**src/rtl/fetch_pc_unit.sv**
```systemverilog
`default_nettype none
// +--------------------------------------------------------------------------+
// | fetch_pc_unit: RV32I IF stage, PC register and bubble marker for ID.     |
// | Revision: 1.0                                                            |
// +--------------------------------------------------------------------------+
module fetch_pc_unit #(
   parameter logic [31:0] RESET_PC = 32'h0000_0000,
   parameter logic [31:0] TRAP_PC  = 32'h0000_0100,
   parameter logic [31:0] NOP      = 32'h0000_0013
) (
   input  logic        clk,
   input  logic        rst,
   input  logic        stall,
   input  logic [1:0]  PC_sel,
   input  logic        flush,
   input  logic [31:0] target_branch,
   input  logic [31:0] target_jal,
   input  logic [31:0] target_jalr,
   output logic [31:0] imem_addr,
   output logic        imem_en,
   input  logic [31:0] imem_rdata,
   output logic [31:0] id_instr,
   output logic [31:0] id_pc,
   output logic [31:0] id_pc4,
   output logic        is_flushed,
   output logic        misalign_err,
   output logic [31:0] bad_target,
   output logic [31:0] fetch_count
);

   localparam logic [1:0] c_SEL_SEQ    = 2'b00;
   localparam logic [1:0] c_SEL_BRANCH = 2'b01;
   localparam logic [1:0] c_SEL_JAL    = 2'b10;

   logic [31:0] r_pc;
   logic [31:0] r_fpc;
   logic        r_fvalid;
   logic [31:0] w_pc_plus4;
   logic [31:0] w_target;
   logic        w_misaligned;

   assign w_pc_plus4 = r_pc + 32'd4;

   always_comb begin
      w_target = w_pc_plus4;
      case (PC_sel)
         c_SEL_SEQ:    w_target = w_pc_plus4;
         c_SEL_BRANCH: w_target = target_branch;
         c_SEL_JAL:    w_target = target_jal;
         default:      w_target = target_jalr & 32'hFFFF_FFFE;
      endcase
   end

   assign w_misaligned = |w_target[1:0];

   assign imem_addr  = r_pc;
   assign imem_en    = ~rst & (~stall | flush);
   assign id_instr   = r_fvalid ? imem_rdata : NOP;
   assign id_pc      = r_fpc;
   assign id_pc4     = r_fpc + 32'd4;
   assign is_flushed = ~r_fvalid;

   always_ff @(posedge clk) begin
      if (rst) begin
         r_pc         <= RESET_PC;
         r_fpc        <= 32'd0;
         r_fvalid     <= 1'b0;
         misalign_err <= 1'b0;
         bad_target   <= 32'd0;
         fetch_count  <= 32'd0;
      end else if (flush) begin
         // The wrong-path slot becomes a bubble; it still carries its PC.
         r_fpc    <= r_pc;
         r_fvalid <= 1'b0;
         if (w_misaligned) begin
            r_pc         <= TRAP_PC;
            misalign_err <= 1'b1;
            if (!misalign_err) begin
               bad_target <= w_target;
            end
         end else begin
            r_pc <= w_target;
         end
      end else if (!stall) begin
         r_fpc    <= r_pc;
         r_fvalid <= 1'b1;
         r_pc     <= w_pc_plus4;
         if (r_fvalid) begin
            fetch_count <= fetch_count + 32'd1;
         end
      end
   end

endmodule
`default_nettype wire

```
**config.mk**
```make
export PLATFORM = sky130hd
export DESIGN_NAME = fetch_pc_unit
export DESIGN_NICKNAME = d
export VERILOG_FILES = /design/src/rtl/fetch_pc_unit.sv
export SDC_FILE = /design/constraint.sdc
export NUM_CORES = 1
export LEC_CHECK = 0
export CAP_MARGIN = 20
export CORE_AREA = 2 2 144 146
export CTS_CLUSTER_DIAMETER = 60
export DETAILED_ROUTE_END_ITERATION = 6
export DIE_AREA = 0 0 146 148
export GPL_ROUTABILITY_DRIVEN = 1
export PLACE_DENSITY = 0.75
export SETUP_SLACK_MARGIN = 0.1
export SLEW_MARGIN = 10
export SYNTH_ARGS = -nofsm -noshare
export SYNTH_HDL_FRONTEND = slang
export SYNTH_SLANG_ARGS = --single-unit
export TNS_END_PERCENT = 30
```
**constraint.sdc**
```tcl
create_clock -name clk -period 4.6 [get_ports clk]
set_input_delay 1.15 -clock clk [delete_from_list [all_inputs] [get_ports clk]]
set_output_delay 1.15 -clock clk [all_outputs]
set_load 0.005 [all_outputs]
```
# --- After elaboration in Yosys (flattened, before gate mapping) ---
# Cells that the tools add are included.
totals:
  regBits: 130
  latch_bits: 0
  mem_bits_rw: 0
  mem_bits_ro: 0
  elab_cells: 32
  mem_count: 0
classes:
  add_sub_neg: 3
  mul: 0
  div_mod_pow: 0
  order_cmp: 0
  n_eq_ne: 3
  shifts: 0
  muxes: 7
  bitwise_logic: 7
  reduce_logical: 6
ops:
  columns: ["cell", "count"]
  rows:
  - ["2-to-1 mux 32 bit", 6]
  - ["one-hot mux 32 bit (3 select lines)", 1]
  - ["adder 32 x 3 -> 32 bit (second input constant)", 2]
  - ["adder 32 x 1 -> 32 bit (second input constant)", 1]
  - ["AND reduction 3 bit", 2]
  - ["NOT 1 bit", 5]
  - ["OR reduction 2 bit", 2]
  - ["equality test 2 x 1 -> 1 bit (second input constant)", 1]
  - ["equality test 2 bit (second input constant)", 1]
  - ["zero test 2 bit", 1]
  - ["!= test 2 x 1 -> 1 bit (second input constant)", 1]
  - ["AND reduction 2 bit", 1]
  - ["AND 1 bit", 1]
  - ["OR 1 bit", 1]

# --- Depth between registers and ports, before layout ---
depth:
  word_depth: 5
  ltp_mapped: 7
  depth_no_buf: 6

# --- Worst setup path after synthesis ---
# OpenSTA, ideal clock, no wires.
synth_path:
  kind: "input to output"
  from: "input flush"
  to: "output imem_en"
  t_arrival_ps: 1920
  path_slack_ps: 1530
  path_stages: 4
  n_path_buf: 2
  path_cell_list: "buf_2 > nor2b_1 > clkbuf_1 > nor2_1"
synth_via:
  elab_chain_cells: 2
synth_lines:
  columns: ["element", "line_no", "source"]
  rows:
  - ["start, declared", "15", "input logic flush,"]
  - ["OR 1 bit", "57", "assign imem_en = ~rst & (~stall | flush);"]
  - ["AND 1 bit", "57", null]
  - ["end, declared", "20", "output logic imem_en,"]
# Every way passes these cells.

# --- Worst setup path in the final report ---
layout_path:
  from: "register r_fpc[9] (netlist: id_pc[9])"
  to: "output id_pc4[31]"
layout_via:
  elab_chain_cells: 1
layout_lines:
  columns: ["element", "line_no", "source"]
  rows:
  - ["start, declared", "36", "logic [31:0] r_fpc;"]
  - ["start signal, assigned", "73", "r_fpc <= r_pc;"]
  - ["start signal, assigned", "85", "r_fpc <= r_pc;"]
  - ["adder 32 x 3 -> 32 bit", "60", "assign id_pc4 = r_fpc + 32'd4;"]
  - ["end, declared", "24", "output logic [31:0] id_pc4,"]
# Every way passes these cells.

==> out/results.md <==
| Stage | Quantity | This run |
| --- | --- | --- |
| run status | Outcome | finished, final reports clean |
| pwr | Internal Power | 2.199 mW |
| detailed routing | Per-cell via count in the routed design | 5.573 |
| critical path | Setup slack of the most critical reg-to-reg path | 1.89 ns |
| sta | RSZ-0062 raised after global routing | false |
| logic synthesis | Async set or reset register ratio after synthesis | 0% |
| layout | Area used by multi-input combinational logic | 4916 um^2 |
| detailed routing | Length of routed met2 wiring | 14,400 um |
| critical path | Kind of critical path | flop to primary output |
| detailed routing | Routed length per placed instance | 19.59 um |
| pwr | Switching power of the nets | 0.9073 mW |
| cts | PostCTS Resize Cnt | 0 |
| placement | Placed cell areas | 11,300 um^2 |
| layout | Filler cells | 1,823 |
| logic synthesis | Count of flip-flops with a built-in enable after synthesis | 0 |
| logic synthesis | Mean cell area of the mapped netlist | 8.103 um^2 |
| worst hold path | Capture endpoint of the worst hold path | bad_target[1]$_SDFFE_PP0P_ |
| critical path | Master of the slowest instance on the critical path | sky130_fd_sc_hd__clkdlybuf4s50_1 |
| sta | Transition at the pin with the smallest max-transition slack | 0.8616 ns |
| logic synthesis | Share of synthesized area occupied by flip-flops and latches | 32.74% |
| sta | Final worst path period share | 84.67% |
| detailed routing | Post-DRT Antenna Nets | 0 |
| cts | Sink count of the clock tree | 130 |
| floorplan | Die height | 148 um |
| logic synthesis | Cells after Synth | 981 |
| detailed routing | WL met3 | 2594 um |
| logic synthesis | Proportion of netlist area held by the largest area contributor | 32.74% |
| cts | Clock buffers created by TritonCTS | 17 |
| logic synthesis | Net count after synthesis | 1,118 |
| pwr | Maximum ir drop on the vdd rail | 0.0002453 V |
| pwr | Leakage component of the power | 4.025 nW |
| pwr | Sequential share of power | 40.2% |
| cts | Post-CTS Hold Fix Bufs | 0 |
| sta | Maximum clock frequency | 256.8 MHz |
| worst hold path | Startpoint of the most critical hold path | bad_target[1]$_SDFFE_PP0P_ |
| logic synthesis | Leading cell types by total area after synthesis | sky130_fd_sc_hd__dfxtp_1, sky130_fd_sc_hd__nand2_1, sky130_fd_sc_hd__xnor2_1 |
| pwr | Power Total | 3.107 mW |
| placement | Last weighted congestion value of the routability-driven placer | 0.9343 |
| cts | H-tree level count | 4 |
| cts | Clock latency of the later-clocked register in the worst-skew pair | 0.43 ns |
| detailed routing | Wire length the detailed router placed on met1 | 12,210 um |
| logic synthesis | Synthesized cell area | 7949 um^2 |
| cts | CTS Root Cell | sky130_fd_sc_hd__clkbuf_16 |
| cts | TritonCTS clock tree | built |
| global routing | Number of antenna violations at the first check in global routing | 4 |
| sta | Max-slew violation count | 0 |
| detailed routing | Routed via count | 8,621 |
| floorplan | Placeable core region | 20,040 um^2 |
| critical path | Cells on worst reg2reg path | 5 |
| critical path | Sequence of cells on the critical path | and4_1 > and4_1 > nand3_1 > nor4_1 > xor2_1 > clkdlybuf4s50_1 |
| layout | Post-Layout Cell Count | 1,547 |
| logic synthesis | Largest area contributor in the netlist | sky130_fd_sc_hd__dfxtp_1 |
| layout | Share of final-layout standard cells stronger than drive strength 1 | 8.091% |
| logic synthesis | Number of distinct library cells after synthesis | 76 |
| run | Max-cap violations | 0 |
| detailed routing | Number of DRC markers in iteration 0 | 626 |
| critical path | Slowest Stage Delay on Critical Path | 0.52 ns |
| sta | Final Setup Violations | 0 |
| pwr | Power density over cell area | 261.7 nW/um^2 |
| detailed routing | Post-route DRC violation count | 0 |
| critical path | Nature of the critical path endpoint | primary output |
| sta | Setup TNS | 0 ns |
| logic synthesis | #FFs+latches synth | 130 |
| critical path | Crit path arrival time | 2.74 ns |
| layout | Number of nets at the end of the flow | 1,397 |
| detailed routing | Routed Wire Length | 30,300 um |
| placement | Number of buffer cells added on primary ports | 327 |
| global routing | First-pass GRT wire length | 46,890 um |
| critical path | Origin of the critical flop-to-flop path | r_fvalid$_SDFFE_PP0N_ |
| floorplan | Overall die width | 146 um |
| global routing | Number of global-route vias before repair | 8,265 |
| sta | Headroom to the max-slew limit | 42.42% |
| critical path | Critical Path RT | 3.45 ns |
| worst hold path | Path type of the worst min-delay path | flop to flop |
| placement | Half-perimeter wire length after placement | 22,970 um |
| critical path | Worst-path maximum fanout | 7 |
| layout | Synth-to-Final Area Change | 49.36% |
| logic synthesis | Yosys warning total | 0 |
| global routing | Overall routing resource usage | 27.69% |
| worst hold path | Number of cells on the worst hold path | 2 |
| sta | Final critical delay including setup and external delays | 3.895 ns |
| sta | Max Clock Skew | 0.008498 ns |
| layout | FF/Latch Area | 2603 um^2 |
| layout | Design area | 11,870 um^2 |
| pwr | Relative contribution of the clock network to total power | 41.8% |
| global routing | Final global-route overflow total | 0 |
| detailed routing | Top metal layer carrying routed signals | met4 |
| global routing | Largest net degree at the start of global routing | 63 |
| floorplan | Row Count | 52 |
| placement | Cell total after placement | 1,511 |
| logic synthesis | Most instantiated flip-flop cell in the synthesis netlist | sky130_fd_sc_hd__dfxtp_1 |
| cts | Maximum clock insertion buffer count | 2 |
| sta | Number of failing hold endpoints at the final stage | 0 |
| floorplan | Overall die area | 21,610 um^2 |
| pwr | Switching fraction of total power | 29.20% |
| detailed routing | Detailed-router iteration count before antenna repair | 6 |
| cts | Post-CTS Setup Inserts | 0 |
| critical path | Kind of start point of the critical path | flop |
| cts | Clock-pin slew reported for the worst setup and hold paths after clock tree synthesis | 0.06 ns |
| critical path | Endpoint of the worst-slack reg-to-reg timing path | fetch_count[26]$_SDFFE_PP0P_ |
| floorplan | Effective utilization at floorplan | 39.67% |
| pwr | Fraction of power consumed by combinational cells | 18.0% |
| critical path | Most frequent CP cell | sky130_fd_sc_hd__and4_1 |
| floorplan | I/O Pins | 329 |
| layout | End-of-flow core utilization | 59.25% |
final cells by class:
type                       instances  share of cell area, %
tap                              270                  2.845
multi-input combinational        751                  41.41
sequential                       130                  21.92
clock inverter                    15                  1.138
timing repair buffer             342                  28.45
antenna                            4                0.08431
clock buffer                      17                  3.583
inverter                          18                 0.5691
through the flow:
stage / worst slack (ns) / hold WS, ns
2_1_floorplan: 1.530 / 0.4527
3_3_place_gp: 0.8883 / 0.4431
3_5_place_dp: 0.8856 / 0.4485
4_1_cts: 0.6685 / 0.4571
5_1_grt: 0.4776 / 0.4815
6_report: 0.7054 / 0.4595
metal layers:
| layer | GRT usage [%] | vias up |
|---|---|---|
| met5 | 0 | - |
| met4 | 10.92 | 0 |
| met3 | 6.821 | 71 |
| met2 | 46.01 | 440 |
| met1 | 34.72 | 4008 |
| li1 | - | 4102 |
flip-flops by register name, summed over array words and instances, names as in the netlist:
| name | flops |
|---|---|
| imem_addr | 32 |
| fetch_count | 32 |
| bad_target | 32 |
| id_pc | 32 |
| misalign_err | 1 |
| r_fvalid | 1 |
cells in the mapped netlist (4+ instances only):
cell type                    n
sky130_fd_sc_hd__dfxtp_1   130
sky130_fd_sc_hd__nand2_1   122
sky130_fd_sc_hd__nor2_1     85
sky130_fd_sc_hd__a21oi_1    69
sky130_fd_sc_hd__xnor2_1    52
sky130_fd_sc_hd__clkbuf_1   43
sky130_fd_sc_hd__nand3_1    42
sky130_fd_sc_hd__and2_1     36
sky130_fd_sc_hd__xor2_1     27
sky130_fd_sc_hd__nor3_1     26
sky130_fd_sc_hd__buf_2      25
sky130_fd_sc_hd__o21ai_0    24
sky130_fd_sc_hd__nor4_1     20
sky130_fd_sc_hd__inv_1      16
sky130_fd_sc_hd__nand4_1    16
sky130_fd_sc_hd__o22ai_1    16
sky130_fd_sc_hd__and4_1     15
sky130_fd_sc_hd__mux2i_1    14
sky130_fd_sc_hd__or3_1      13
sky130_fd_sc_hd__a211oi_1   11
sky130_fd_sc_hd__and3_1     11
sky130_fd_sc_hd__mux2_2     11
sky130_fd_sc_hd__mux4_2      9
sky130_fd_sc_hd__a211o_1     8
sky130_fd_sc_hd__a22oi_1     8
sky130_fd_sc_hd__nand2b_1    8
sky130_fd_sc_hd__a311oi_1    7
sky130_fd_sc_hd__buf_4       7
sky130_fd_sc_hd__o31a_1      6
sky130_fd_sc_hd__nand3_2     5
sky130_fd_sc_hd__nor4b_1     5
sky130_fd_sc_hd__o211ai_1    5
sky130_fd_sc_hd__a221oi_1    4
sky130_fd_sc_hd__nor2b_1     4
sky130_fd_sc_hd__nor4_2      4
sky130_fd_sc_hd__o21ai_1     4
sky130_fd_sc_hd__o31ai_1     4
placed cells by master, fill, tap and decap left out, drive strengths merged, types with 4 or more instances in the layout:
| cell | Yosys | layout |
|---|---|---|
| mux2 | 11 | 11 |
| nor3 | 28 | 28 |
| or3 | 14 | 14 |
| a22oi | 8 | 8 |
| a211oi | 15 | 15 |
| nor2 | 86 | 86 |
| nor4 | 26 | 26 |
| nor2b | 4 | 4 |
| clkbuf | 46 | 17 |
| and3 | 11 | 11 |
| clkinv | 2 | 5 |
| inv | 16 | 25 |
| nand4 | 21 | 21 |
| nand3 | 48 | 48 |
| a211o | 8 | 8 |
| o22ai | 16 | 16 |
| and4 | 15 | 15 |
| o211ai | 5 | 5 |
| a311oi | 7 | 7 |
| a221oi | 4 | 4 |
| and2 | 36 | 36 |
| o31ai | 4 | 4 |
| mux2i | 14 | 14 |
| xnor2 | 52 | 52 |
| nand2b | 8 | 8 |
| buf | 36 | 17 |
| xor2 | 27 | 27 |
| o31a | 6 | 6 |
| nor4b | 6 | 6 |
| dfxtp | 130 | 130 |
| o21ai | 28 | 28 |
| a21oi | 69 | 69 |
| clkdlybuf4s50 | 0 | 325 |
| diode | 0 | 4 |
| nand2 | 124 | 124 |
| mux4 | 9 | 9 |
power groups by stage:
stage          logic [mW]  clock network (mW)  registers [mW]
6_report            0.559                1.30            1.25
5_1_grt             0.600                1.36            1.26
4_1_cts             0.558                1.32            1.25
3_5_place_dp        0.556                   0            1.27
3_3_place_gp        0.550                   0            1.27
2_1_floorplan       0.252                   0            1.24
logic make-up (layout without fill, tap and decap cells):
logic type | Yosys count | after routing | synth area share, %
xor gates and xnor gates | 79 | 79 | 8.705
DFF | 130 | 130 | 32.74
muxes | 34 | 34 | 5.871
AOI/OAI and AO/OA | 198 | 198 | 16.76
and+or+nand+nor | 437 | 437 | 29.86
adders and majority gates | 3 | 3 | 0.4723
other | 0 | 4 | 0
buffers and inverters | 100 | 392 | 5.588
worst max path at each step:
stage	from	endpoint	slack (ns)	depth (start not counted)
after floorplan	flush	imem_en	1.53	4
after global placement	stall	imem_en	0.89	4
after detailed placement	stall	imem_en	0.89	4
after CTS	id_pc[8]$_SDFFE_PP0N_	id_pc4[31]	0.67	6
after global routing	id_pc[8]$_SDFFE_PP0N_	id_pc4[31]	0.48	6
final	id_pc[9]$_SDFFE_PP0N_	id_pc4[31]	0.71	6
worst max-delay path, delay by kind of cell (launching register included):
kind	cells	cell delay, ns
xor gates and xnor gates	1	0.17
buffers and inverters	1	0.52
DFF	1	0.45
and+or+nand+nor	4	1.19
Power figures use the tool's default switching activity.
